===== config.mk =====
export PLATFORM = sky130hd
export DESIGN_NAME = fixed_to_float_stream_flat
export DESIGN_NICKNAME = d
export VERILOG_FILES = /design/src/rtl/fixed_to_float_stream_if.sv /design/src/rtl/fixed_to_float_stream.sv /design/src/flat_wrapper.sv
export SDC_FILE = /design/constraint.sdc
export NUM_CORES = 1
export LEC_CHECK = 0
export ABC_AREA = 1
export ABC_CLOCK_PERIOD_IN_PS = 3200
export BUFFER_PORTS_ARGS = -buffer_cell sky130_fd_sc_hd__buf_2
export CORE_UTILIZATION = 50
export DETAILED_ROUTE_END_ITERATION = 10
export GPL_TIMING_DRIVEN = 0
export PLACE_DENSITY = 0.71
export SLEW_MARGIN = 20
export SYNTH_ARGS = -nofsm -noshare
export SYNTH_HDL_FRONTEND = slang
export SYNTH_SLANG_ARGS = --single-unit

===== constraint.sdc =====
create_clock -name clk -period 3.2 [get_ports clk]
set_input_delay 0.48 -clock clk [delete_from_list [all_inputs] [get_ports clk]]
set_output_delay 0.48 -clock clk [all_outputs]
set_load 0.02 [all_outputs]

===== src/rtl/fixed_to_float_stream_if.sv =====
// rtl/fixed_to_float_stream_if.sv - stream bundle for the fixed-to-float converter
//
// Purpose: carries the input sample stream and the result stream of
// fixed_to_float_stream as one interface.
// Ports (signals):
//   in_valid / in_ready / in_data[IN_W] / in_tag[TAG_W]   sample stream
//   out_valid / out_ready / out_data[32] / out_tag[TAG_W] /
//   out_inexact                                            result stream
// Modports: slave = converter side, master = producer/consumer side.
// IN_W and TAG_W must match the parameters of the attached converter.

interface fixed_to_float_stream_if #(
  parameter int IN_W  = 24,
  parameter int TAG_W = 4
);
  logic             in_valid;
  logic             in_ready;
  logic [IN_W-1:0]  in_data;
  logic [TAG_W-1:0] in_tag;
  logic             out_valid;
  logic             out_ready;
  logic [31:0]      out_data;
  logic [TAG_W-1:0] out_tag;
  logic             out_inexact;

  modport slave (
    input  in_valid, in_data, in_tag, out_ready,
    output in_ready, out_valid, out_data, out_tag, out_inexact
  );

  modport master (
    output in_valid, in_data, in_tag, out_ready,
    input  in_ready, out_valid, out_data, out_tag, out_inexact
  );
endinterface


===== src/rtl/fixed_to_float_stream.sv =====
// rtl/fixed_to_float_stream.sv - 3-stage two's-complement fixed-point to IEEE-754 single converter
//
// Purpose: converts a stream of IN_W-bit two's-complement values with FRAC_W
// fraction bits into single-precision floats, carrying a TAG_W sideband tag.
// Pipeline: S1 sign/magnitude, S2 leading-one detect + normalise, S3 round/pack.
// Ports:
//   clk      rising-edge clock
//   reset_n  synchronous active-low reset
//   s        fixed_to_float_stream_if.slave (in_* sample stream, out_* result stream)
// Configuration macro: FX2FP_ROUND_NEAREST_EN
//   defined   -> round to nearest, ties to even
//   undefined -> truncate toward zero in magnitude
// out_inexact reports discarded non-zero bits in both modes.

module fixed_to_float_stream #(
  parameter int IN_W   = 24,
  parameter int FRAC_W = 22,
  parameter int TAG_W  = 4
) (
  input  logic                      clk,
  input  logic                      reset_n,
  fixed_to_float_stream_if.slave    s
);

  if (IN_W < 8 || IN_W > 64 || FRAC_W < 0 || FRAC_W > IN_W - 1 ||
      TAG_W < 1 || TAG_W > 16) begin : g_bad_params
    $error("fixed_to_float_stream: IN_W/FRAC_W/TAG_W out of legal range");
  end

  localparam int PW    = 7;          // holds bit positions up to 63
  localparam int EXT_W = IN_W + 23;  // bits below the leading one, padded to 23+ bits

  // Whole pipeline moves as one; a stalled output freezes every stage.
  logic advance;
  assign advance  = !s.out_valid || s.out_ready;
  assign s.in_ready = advance;

  // ---------------- S1: sign / magnitude ----------------
  logic             s1_valid;
  logic             s1_sign;
  logic [IN_W-1:0]  s1_mag;
  logic [TAG_W-1:0] s1_tag;

  // Negating in IN_W bits maps the most negative value onto 2^(IN_W-1),
  // which is still the correct unsigned magnitude.
  always_ff @(posedge clk) begin
    if (!reset_n) begin
      s1_valid <= 1'b0;
      s1_sign  <= 1'b0;
      s1_mag   <= '0;
      s1_tag   <= '0;
    end else if (advance) begin
      s1_valid <= s.in_valid;
      s1_sign  <= s.in_data[IN_W-1];
      s1_mag   <= s.in_data[IN_W-1] ? -s.in_data : s.in_data;
      s1_tag   <= s.in_tag;
    end
  end

  // ---------------- S2: leading-one detect / normalise ----------------
  logic [PW-1:0]   lz_p;
  logic [PW-1:0]   lz_sh;
  logic [IN_W-1:0] norm_n;
  logic [7:0]      exp_n;

  always_comb begin
    lz_p = '0;
    for (int i = 0; i < IN_W; i++) begin
      if (s1_mag[i]) lz_p = PW'(i);
    end
    lz_sh  = PW'(IN_W - 1) - lz_p;
    norm_n = s1_mag << lz_sh;
    exp_n  = 8'(127 - FRAC_W) + 8'(lz_p);
  end

  logic             s2_valid;
  logic             s2_sign;
  logic             s2_zero;
  logic [7:0]       s2_exp;
  logic [IN_W-1:0]  s2_norm;
  logic [TAG_W-1:0] s2_tag;

  always_ff @(posedge clk) begin
    if (!reset_n) begin
      s2_valid <= 1'b0;
      s2_sign  <= 1'b0;
      s2_zero  <= 1'b1;
      s2_exp   <= '0;
      s2_norm  <= '0;
      s2_tag   <= '0;
    end else if (advance) begin
      s2_valid <= s1_valid;
      s2_sign  <= s1_sign;
      s2_zero  <= ~|s1_mag;
      s2_exp   <= exp_n;
      s2_norm  <= norm_n;
      s2_tag   <= s1_tag;
    end
  end

  // ---------------- S3: round / pack ----------------
  logic [EXT_W-1:0] ext;
  logic [22:0]      frac_t;
  logic             guard;
  logic             sticky;
  logic             round_up;
  logic [23:0]      frac_r;
  logic [7:0]       exp_r;
  logic [22:0]      frac_p;
  logic [31:0]      packed_n;
  logic             inexact_n;

  // The implicit leading one (top bit of s2_norm) is dropped; whatever lies
  // below the 23 kept fraction bits is the guard bit followed by sticky bits.
  // When the leading one sits at bit 23 or lower those bits are all zero.
  always_comb begin
    ext    = {s2_norm[IN_W-2:0], 24'd0};
    frac_t = ext[EXT_W-1 -: 23];
    guard  = ext[EXT_W-24];
    sticky = |ext[EXT_W-25:0];
`ifdef FX2FP_ROUND_NEAREST_EN
    round_up = guard & (sticky | frac_t[0]);
`else
    round_up = 1'b0;
`endif
    frac_r = {1'b0, frac_t} + {23'd0, round_up};
    // Carry out of the fraction bumps the exponent; the fraction wraps to 0.
    exp_r  = s2_exp + {7'd0, frac_r[23]};
    frac_p = frac_r[23] ? 23'd0 : frac_r[22:0];
    packed_n  = s2_zero ? 32'd0 : {s2_sign, exp_r, frac_p};
    inexact_n = !s2_zero && (guard || sticky);
  end

  always_ff @(posedge clk) begin
    if (!reset_n) begin
      s.out_valid   <= 1'b0;
      s.out_data    <= '0;
      s.out_tag     <= '0;
      s.out_inexact <= 1'b0;
    end else if (advance) begin
      s.out_valid   <= s2_valid;
      s.out_data    <= packed_n;
      s.out_tag     <= s2_tag;
      s.out_inexact <= inexact_n;
    end
  end

endmodule


===== src/flat_wrapper.sv =====
// flat-port wrapper written by rule: the top's interface ports become plain ports
module fixed_to_float_stream_flat 
#(
  parameter int IN_W   = 24,
  parameter int FRAC_W = 22,
  parameter int TAG_W  = 4
)
  (clk, reset_n, s_in_valid, s_in_data, s_in_tag, s_out_ready, s_in_ready, s_out_valid, s_out_data, s_out_tag, s_out_inexact);
  fixed_to_float_stream_if #(.IN_W(IN_W), .TAG_W(TAG_W)) s_i ();
  input  logic clk;
  input  logic reset_n;
  input wire logic [$bits(s_i.in_valid)-1:0] s_in_valid;
  input wire logic [$bits(s_i.in_data)-1:0] s_in_data;
  input wire logic [$bits(s_i.in_tag)-1:0] s_in_tag;
  input wire logic [$bits(s_i.out_ready)-1:0] s_out_ready;
  output wire logic [$bits(s_i.in_ready)-1:0] s_in_ready;
  output wire logic [$bits(s_i.out_valid)-1:0] s_out_valid;
  output wire logic [$bits(s_i.out_data)-1:0] s_out_data;
  output wire logic [$bits(s_i.out_tag)-1:0] s_out_tag;
  output wire logic [$bits(s_i.out_inexact)-1:0] s_out_inexact;
  assign s_i.in_valid = s_in_valid;
  assign s_i.in_data = s_in_data;
  assign s_i.in_tag = s_in_tag;
  assign s_i.out_ready = s_out_ready;
  assign s_in_ready = s_i.in_ready;
  assign s_out_valid = s_i.out_valid;
  assign s_out_data = s_i.out_data;
  assign s_out_tag = s_i.out_tag;
  assign s_out_inexact = s_i.out_inexact;
  fixed_to_float_stream #(.IN_W(IN_W), .FRAC_W(FRAC_W), .TAG_W(TAG_W)) u_core (.clk(clk), .reset_n(reset_n), .s(s_i));
endmodule

==> flow_metrics.tcl, run 1 <==
set metrics [dict create \
    routabilityCongestion 0.939 \
    period_needed_ns 2.95 \
    cts_buffers 9 \
    drtAntennaViolNets 0 \
    antenna_found_initial 0 \
    min_path_cells 3 \
    yosys.cell_types.count 38 \
    area_growth_pct 15.4 \
    max-slew-margin-rel_pct 60.2 \
    fin_ws_ns 0.255 \
    rsz0062_at_grt "no" \
    clk_pin_slew_ns 0.08 \
    finalNetCount 1048 \
    min_path_type "in -> reg" \
    drt_wl_total_mm 17.2 \
    cp-end-kind "register" \
    core_um2 11500 \
    timing.rr.start "u_core.s1_mag[8]" \
    drc 0 \
    synthesis.area_um2 5900 \
    grt_pass1_vias 6010 \
    power_frac_clock_pct 29.0 \
    swShare_pct 37.5 \
    yosys.area.top_type "dfxtp_1" \
    cp-start-kind "register" \
    worstMarginPinSlew_ns 0.597 \
    synthFlopType "dfxtp_1" \
    synthTopCellsByArea "dfxtp_1, nand2_1, nand3_1, inv_1, o21ai_0" \
    htree_levels 3 \
    postCtsHoldBufs 0 \
    synth_nets 969 \
    ys_ff_latch 105 \
    status "finished, final reports clean" \
    dpl.hpwl_mm 13.1 \
    wl_per_cell_um 14.8 \
    firstDrtPassIters 7 \
    power.switching_mw 1.45 \
    tritoncts "built" \
    setup_viol_count_final 0 \
    async_flop_share_pct 0 \
    gr-total-overflow 0 \
    fp.dieW_um 111 \
    max_freq_ghz 0.340 \
    p_seq_share_pct 39.4 \
    maxSlewViolCount 0 \
    rows 39 \
    diodes 0 \
    vdd_ir_drop_max_mv 0.467 \
    grt_pass1_wl_mm 29.0 \
    arrival_ns 3.25 \
    required_ns 3.51 \
    cp-startpoint "u_core.s1_mag[8]" \
    syn_avg_cell_area_um2 6.33 \
    ys_seq_area_share_pct 35.6 \
    worstSetupPathType "reg -> reg" \
    port_buffers 69 \
    pre_cts_slack_ns -0.623 \
    synth-edff-count 0 \
    floorplan.initialDensity_pct 51.5 \
    io_pins 71 \
    die_h_um 111 \
    drive_above_1_share_pct 12.9 \
    finalPower_mw 3.86 \
    clk_path_buf_depth 2 \
    p_int_mw 2.42 \
    p_comb_share_pct 31.6 \
    postSynthCellCount 933 \
    post_cts_buffers 0 \
    drtIter0Drc 547 \
    cts.sinks 105 \
    cts_root_buf "clkbuf_16" \
    grt_max_degree 20 \
    post-route-period-util_pct 92.0 \
    final_util_pct 59.4 \
    viasPerCell 5.47 \
    cap_viol_max_count 0 \
    vias 6348 \
    ys_warn_count 0 \
    dieArea_um2 12200 \
    hold_viol_final 0 \
    finClkSkew_ns 0.00878 \
    synth_top_area_share_pct 35.6 \
    grt_use_total_pct 29.2 \
    whs_ns 0.362 \
    p_per_area_nw_per_um2 567 \
    clk_latency_ns 0.37 \
    crit_path_max_fanout 10 \
    fillers 1159 \
    hp-start "s_in_tag[1]" \
    leakage_nw 3.34 \
    reg2regPathDepth 13 \
]
final cells by class:
class | instances | area (µm²) | share of cell area [%]
multi-input combinational | 646 | 3170 | 46.5
sequential | 105 | 2100 | 30.9
timing repair buffer | 69 | 345 | 5.07
inverter | 129 | 485 | 7.13
tap | 143 | 179 | 2.63
clock inverter | 6 | 58.8 | 0.863
buffer | 52 | 233 | 3.42
clock buffer | 10 | 239 | 3.51
worst max-delay path, cell delays in order, from the launching register on:
cell      delay, ns
dfxtp_1        0.35
nor4_4         0.48
a21oi_4        0.13
clkbuf_4       0.22
ha_2           0.23
nor2_1         0.23
inv_1          0.16
nor2_2         0.24
inv_1          0.19
nor2_4         0.24
nand3_1        0.14
o211ai_1       0.12
nand2_1        0.07
inv_1          0.06
worst paths after layout:
check	to	slack, ns
worst max register to register	u_core.s2_norm[13]	0.25
worst max-delay path	u_core.s2_norm[13]	0.25
worst min register to register	u_core.s2_exp[1]	0.46
worst min-delay path	u_core.s1_tag[1]	0.36
stage by stage:
step / std cells / area (µm²) / setup TNS [ns]
final: 1160 / 6810 / 0
after global routing: 1160 / 6810 / 0
after CTS: 1160 / 6760 / 0
after detailed placement: 1145 / 6430 / -10.55
after global placement: 1145 / 6430 / -10.18
after floorplan: 933 / 5900 / 0
routing by layer:
layer	global-route usage [%]	share of wire [%]	vias up	wire, µm
li1	-	-	3189	-
met1	38.5	46	2901	7900
met2	47.0	45	210	7700
met3	5.38	5.9	48	1020
met4	12.0	3.3	0	564
met5	0	0	-	0
cells by family after synthesis:
group,after synthesis,share of synthesized area [%]
flip-flops,105,35.6
AND/OR/NAND/NOR,456,33.1
other,1,0.0635
buffers and inverters,182,12.1
adder cells (fa/ha/maj),4,0.848
AO/OA/AOI/OAI,178,17.2
XOR/XNOR,7,1.04
sequential cells by signal, summed over array words and instances (netlist names):
signal,count
u_core.s.out_data,32
u_core.s1_mag,24
u_core.s2_norm,23
u_core.s2_exp,8
u_core.s.out_tag,4
u_core.s1_tag,4
u_core.s2_tag,4
u_core.s.out_valid,1
u_core.s1_sign,1
u_core.s1_valid,1
u_core.s2_sign,1
u_core.s2_valid,1
u_core.s2_zero,1
layout by cell type, fill, tap and decap left out, types with 3 or more instances in the layout:
cell       Yosys  layout
nor2_2         2       3
nand2_1      190     189
buf_2          7      77
inv_2          4       4
o221ai_1      16      16
nand3_1      117     117
inv_1        123     123
a21oi_1       42      41
nor4_4         0       3
a21oi_2        3       3
o21ai_0       90      90
nand2_2        3       4
clkbuf_16      0       9
buf_1          5       5
o211ai_1      11      11
o21ai_1        4       4
dfxtp_1      105     105
nand4_1        4       4
nor3_1         8       8
nor2_1       118     115
inv_6          0       3
ha_1           4       3
clkbuf_1      37      33
xor2_1         5       5
a31oi_1        5       5
power by group through the flow:
stage	combinational, mW	sequential [mW]	clock (mW)
after global routing	1.37	1.54	1.19
after floorplan	0.815	1.57	0
after CTS	1.19	1.51	1.13
final	1.22	1.52	1.12
after detailed placement	1.17	1.54	0
after global placement	1.16	1.54	0
cells in the mapped netlist (3+ instances only):
| library cell | count |
|---|---|
| nor3_1 | 8 |
| a31oi_1 | 5 |
| nand2_1 | 190 |
| ha_1 | 4 |
| a21oi_2 | 3 |
| buf_1 | 5 |
| o21ai_1 | 4 |
| xor2_1 | 5 |
| inv_1 | 123 |
| inv_2 | 4 |
| nand3_1 | 117 |
| nor2_1 | 118 |
| clkbuf_1 | 37 |
| dfxtp_1 | 105 |
| nand2_2 | 3 |
| o221ai_1 | 16 |
| buf_2 | 7 |
| o211ai_1 | 11 |
| nor4_1 | 5 |
| o21ai_0 | 90 |
| nand4_1 | 4 |
| a21oi_1 | 42 |
what timing repair did:
action,in CTS,in global routing
endpoints found under the setup margin,24,19
endpoints found under the hold margin,0,0
resized for setup,13,9
(Power assumes the default switching activity.)
==> inputs of run 2 (changes only) <==
--- a/config.mk
+++ b/config.mk
@@ -6,7 +6,7 @@
 export NUM_CORES = 1
 export LEC_CHECK = 0
 export ABC_AREA = 1
-export ABC_CLOCK_PERIOD_IN_PS = 3200
+export ABC_CLOCK_PERIOD_IN_PS = 3100
 export BUFFER_PORTS_ARGS = -buffer_cell sky130_fd_sc_hd__buf_2
 export CORE_UTILIZATION = 50
 export DETAILED_ROUTE_END_ITERATION = 10
==> constraint.sdc (replaced) <==
create_clock -name clk -period 3.1 [get_ports clk]
set_input_delay 0.93 -clock clk [delete_from_list [all_inputs] [get_ports clk]]
set_output_delay 0.93 -clock clk [all_outputs]
set_load 0.02 [all_outputs]
==> flow_metrics.tcl, run 2 (synthesis gave the netlist of run 1 again) <==
set metrics [dict create \
    area_growth_pct 17.6 \
    maxSlewViolCount 0 \
    gr-total-overflow 0 \
    fillers 1141 \
    max_freq_ghz 0.344 \
    routabilityCongestion 0.939 \
    finalSetupTns_ns 0 \
    cp-start-kind "input port" \
    drc 0 \
    final_cell_mix "nand2_1, inv_1, nand3_1" \
    worstMarginPinSlew_ns 0.605 \
    clk_latency_ns 0.36 \
    cts_root_buf "clkbuf_16" \
    diodes 0 \
    instances_no_fill 1166 \
    whs_ns 0.461 \
    cts_buffers 9 \
    fin_ws_ns 0.190 \
    finClkSkew_ns 0.00829 \
    floorplan.initialDensity_pct 51.5 \
    firstDrtPassIters 8 \
    rows 39 \
    fp.dieW_um 111 \
    p_int_mw 2.50 \
    cap_viol_max_count 0 \
    max-slew-margin-rel_pct 59.7 \
    multi_input_area_um2 3250 \
    vdd_ir_drop_max_mv 0.483 \
    drt_wl_total_mm 17.4 \
    grt_pass1_vias 6011 \
    core_um2 11500 \
    arrival_ns 3.17 \
    antenna_found_initial 0 \
    power.switching_mw 1.50 \
    period_needed_ns 2.91 \
    vias 6413 \
    cts.sinks 105 \
    p_per_area_nw_per_um2 577 \
    largest_reg_flops 32 \
    grt_use_total_pct 29.2 \
    pre_cts_slack_ns -0.723 \
    clk_path_buf_depth 2 \
    drive_above_1_share_pct 14.6 \
    hold_viol_final 0 \
    final_util_pct 60.5 \
    seq_area_um2 2100 \
    wl_per_cell_um 14.9 \
    dieArea_um2 12200 \
    grt_pass1_wl_mm 28.9 \
    swShare_pct 37.5 \
    reg_top3 "u_core.s.out_data: 32 flops, u_core.s1_mag: 24 flops, u_core.s2_norm: 23 flops" \
    crit_path_max_fanout 3 \
    fin_area_um2 6940 \
    clk_pin_slew_ns 0.07 \
    cp-end-kind "register" \
    die_h_um 111 \
    dpl.hpwl_mm 13.1 \
    setup_viol_count_final 0 \
    p_seq_share_pct 39.2 \
    rsz0062_at_grt "no" \
    min_path_type "reg -> reg" \
    finalPower_mw 4.01 \
    final_common_cell "nand2_1" \
    viasPerCell 5.50 \
    port_buffers 69 \
    status "finished, final reports clean" \
    drtIter0Drc 576 \
    io_pins 71 \
    place_area_um2 6430 \
    finalNetCount 1054 \
    post-route-period-util_pct 93.9 \
    power_frac_clock_pct 28.8 \
    required_ns 3.36 \
    p_comb_share_pct 32.0 \
    place_inst 1145 \
    htree_levels 3 \
    tritoncts "built" \
    leakage_nw 3.39 \
    postCtsHoldBufs 0 \
    regMostFlops "u_core.s.out_data" \
    worstSetupPathType "in -> reg" \
    grt_max_degree 20 \
    drtAntennaViolNets 0 \
]
==> run 2: changes by cell type in the layout (fill, tap and decap cells not counted), sizes merged <==
cell,before,now
buf,86,92
==> run 2: cell type report <==
cell class	count	share of cell area (%)
Sequential cell	105	30.3
Buffer	51	3.35
Multi-Input combinational cell	646	46.8
Inverter	129	6.99
Tap cell	143	2.58
Clock inverter	6	0.847
Timing Repair Buffer	76	5.73
Clock buffer	10	3.44
==> run 2: final timing paths <==
path / from / end / slack (ns) / cells after the start
max: s_in_data[0] / u_core.s1_mag[21] / 0.19 / 19
min: u_core.s2_exp[1] / u_core.s2_exp[1] / 0.46 / 2
min reg2reg: u_core.s2_exp[1] / u_core.s2_exp[1] / 0.46 / 2
max reg2reg: u_core.s1_mag[23] / u_core.s2_norm[22] / 0.20 / 14
==> run 2: power by group through the flow <==
stage	clock, mW	sequential (mW)	combinational [mW]
floorplan	0	1.62	0.842
global placement	0	1.59	1.20
detailed placement	0	1.59	1.20
CTS	1.17	1.56	1.23
global route	1.23	1.59	1.43
finish	1.16	1.57	1.28
==> run 2: what timing repair did <==
action,CTS,global route
setup endpoints to repair,26,25
hold endpoints to repair,0,0
buffers inserted,0,7
pin swaps,0,6
gates cloned,0,0
resized for setup,18,21
==> run 2: routing by layer <==
layer | routed length (µm) | vias up | global-route usage (%) | share of wire, %
met5 | 0 | - | 0 | 0
met4 | 512 | 0 | 12.0 | 2.9
met3 | 1060 | 45 | 5.21 | 6.1
met2 | 7890 | 222 | 47.1 | 45
met1 | 7970 | 2943 | 38.4 | 46
li1 | - | 3203 | - | -
==> run 2: worst max-delay path, cell delays in order <==
cell      delay, ns
buf_2          0.13
nor3_1         0.18
inv_1          0.08
nor3_2         0.11
inv_1          0.08
nor3_2         0.10
inv_1          0.07
nor3_1         0.13
inv_1          0.11
nor3_4         0.23
nand2_2        0.12
nor3_4         0.25
inv_2          0.08
o21ai_4        0.17
o21ai_2        0.08
nand2_1        0.07
nand2_1        0.05
o221ai_2       0.14
inv_1          0.05
==> inputs of run 3 (changes only) <==
--- a/config.mk
+++ b/config.mk
@@ -8,10 +8,10 @@
 export ABC_AREA = 1
 export ABC_CLOCK_PERIOD_IN_PS = 3100
 export BUFFER_PORTS_ARGS = -buffer_cell sky130_fd_sc_hd__buf_2
-export CORE_UTILIZATION = 50
+export CORE_UTILIZATION = 47
 export DETAILED_ROUTE_END_ITERATION = 10
 export GPL_TIMING_DRIVEN = 0
-export PLACE_DENSITY = 0.71
+export PLACE_DENSITY = 0.68
 export SLEW_MARGIN = 20
 export SYNTH_ARGS = -nofsm -noshare
 export SYNTH_HDL_FRONTEND = slang
==> flow_metrics.tcl, run 3 (synthesis gave the netlist of run 1 again) <==
set metrics [dict create \
    clk_latency_ns 0.36 \
    io_pins 71 \
    grt_pass1_wl_mm 28.3 \
    reg_top3 "u_core.s.out_data: 32 flops, u_core.s1_mag: 24 flops, u_core.s2_norm: 23 flops" \
    hold_viol_final 0 \
    dieArea_um2 13000 \
    cpMaxStageDelayCell "buf_1" \
    viasPerCell 5.31 \
    vdd_ir_drop_max_mv 0.414 \
    clk_pin_slew_ns 0.07 \
    cp.buffers_inverters 4 \
    grt_pass1_vias 5779 \
    status "finished, final reports clean" \
    firstDrtPassIters 6 \
    routed-wl-met2_mm 7.62 \
    multi_input_area_um2 3260 \
    port_buffers 69 \
    period_needed_ns 3.03 \
    drc 0 \
    clk_path_buf_depth 2 \
    required_ns 2.17 \
    largest_reg_flops 32 \
    finalNetCount 1048 \
    leakage_nw 3.36 \
    antenna_found_initial 0 \
    drtAntennaViolNets 0 \
    slowest_delay_ns 0.43 \
    setup_viol_count_final 0 \
    place_inst 1170 \
    cts_buffers 9 \
    drt-met1-wl_mm 8.16 \
    drtIter0Drc 470 \
    tritoncts "built" \
    worstMarginPinSlew_ns 0.598 \
    area_growth_pct 17.4 \
    regMostFlops "u_core.s.out_data" \
    finalPower_mw 3.96 \
    maxSlewViolCount 0 \
    min_path_type "reg -> reg" \
    timing.critical_path.mode_cell "buf_2" \
    wl_met3_mm 1.01 \
    cap_viol_max_count 0 \
    core_um2 12100 \
    top_layer "met4" \
    htree_levels 3 \
    vias 6296 \
    cp-start-kind "input port" \
    drt_wl_total_mm 17.2 \
    crit_path_max_fanout 19 \
    grt_max_degree 20 \
    p_per_area_nw_per_um2 571 \
    worstSetupPathType "in -> out" \
    fillers 1249 \
    routabilityCongestion 0.939 \
    final_util_pct 57.2 \
    instances_no_fill 1185 \
    arrival_ns 2.10 \
    final_common_cell "nand2_1" \
    finClkSkew_ns 0.0110 \
    floorplan.initialDensity_pct 48.7 \
    cts.sinks 105 \
    max_freq_ghz 0.330 \
    diodes 0 \
    drive_above_1_share_pct 14.0 \
    die_h_um 114 \
    wl_per_cell_um 14.5 \
    dpl.hpwl_mm 13.2 \
    crit_chain "buf_2 > nor2_2 > inv_2 > buf_1 > buf_2" \
    grt_use_total_pct 27.5 \
    max-slew-margin-rel_pct 60.2 \
    rows 40 \
    fp.dieW_um 114 \
    cp-end-kind "output pin" \
    critPathTopFamily "buffers and inverters" \
    gr-total-overflow 0 \
    post-route-period-util_pct 97.7 \
    cts_root_buf "clkbuf_16" \
    seq_area_um2 2100 \
    final_cell_mix "nand2_1, inv_1, nand3_1" \
    rsz0062_at_grt "yes" \
]
## run 3: cell count changes in the layout (fill, tap and decap cells not counted), sizes merged
cell / previous run / this run
buf: 92 / 86
inv: 131 / 130
clkinv: 4 / 5
## run 3: where the power goes
group,internal (mW),total (mW),switching (mW)
logic,0.421,1.27,0.851
clock network,0.564,1.11,0.550
registers,1.49,1.57,0.0801
total,2.48,3.96,1.48
## run 3: stage by stage
stage / worst slack (ns) / TNS (ns) / hold slack, ns / instance area (µm²)
after floorplan: 0.128 / 0 / 0.424 / 5900
after global placement: -0.722 / -14.12 / 0.442 / 6460
after detailed placement: -0.709 / -13.69 / 0.445 / 6460
after CTS: 0.0600 / 0 / 0.457 / 6790
after global routing: -0.0280 / -0.0647 / 0.482 / 6930
final: 0.0723 / 0 / 0.455 / 6930
## run 3: area by class of cell
cell class | count | area share (%)
inverters | 129 | 7.00
well taps | 168 | 3.03
flip-flops and latches | 105 | 30.3
repair buffers | 70 | 5.09
plain buffers | 51 | 3.34
multi-input cells | 646 | 47.1
clock buffers | 10 | 3.30
clock inverters | 6 | 0.848
## run 3: worst reg2reg max path, delay by kind of cell (launching register included)
family | cells | cell delay [ns]
AND/OR/NAND/NOR | 9 | 1.36
buffers and inverters | 2 | 0.50
flip-flops | 1 | 0.36
AO/OA/AOI/OAI | 2 | 0.28
adder cells (fa/ha/maj) | 1 | 0.20
## run 3: path summary, 6_finish.rpt
check                     from                 end  slack (ns)  cells past startpoint
min            u_core.s2_valid     u_core.s2_valid        0.45                      2
min reg2reg    u_core.s2_valid     u_core.s2_valid        0.45                      2
max reg2reg  u_core.s1_mag[17]  u_core.s2_norm[22]        0.26                     14
max                s_out_ready          s_in_ready        0.07                      5
## run 3: what timing repair did
action | CTS | global route
endpoints found under the setup margin | 27 | 28
hold buffers | 0 | 0
pin swaps | 0 | 2
gates resized for setup | 15 | 26
setup buffers | 0 | 1
## run 3: per-layer routing
| metal | up-vias | track usage, % |
|---|---|---|
| met1 | 2883 | 38.7 |
| met5 | - | 0 |
| met3 | 33 | 4.82 |
| met2 | 186 | 42.7 |
| li1 | 3194 | - |
| met4 | 0 | 9.00 |
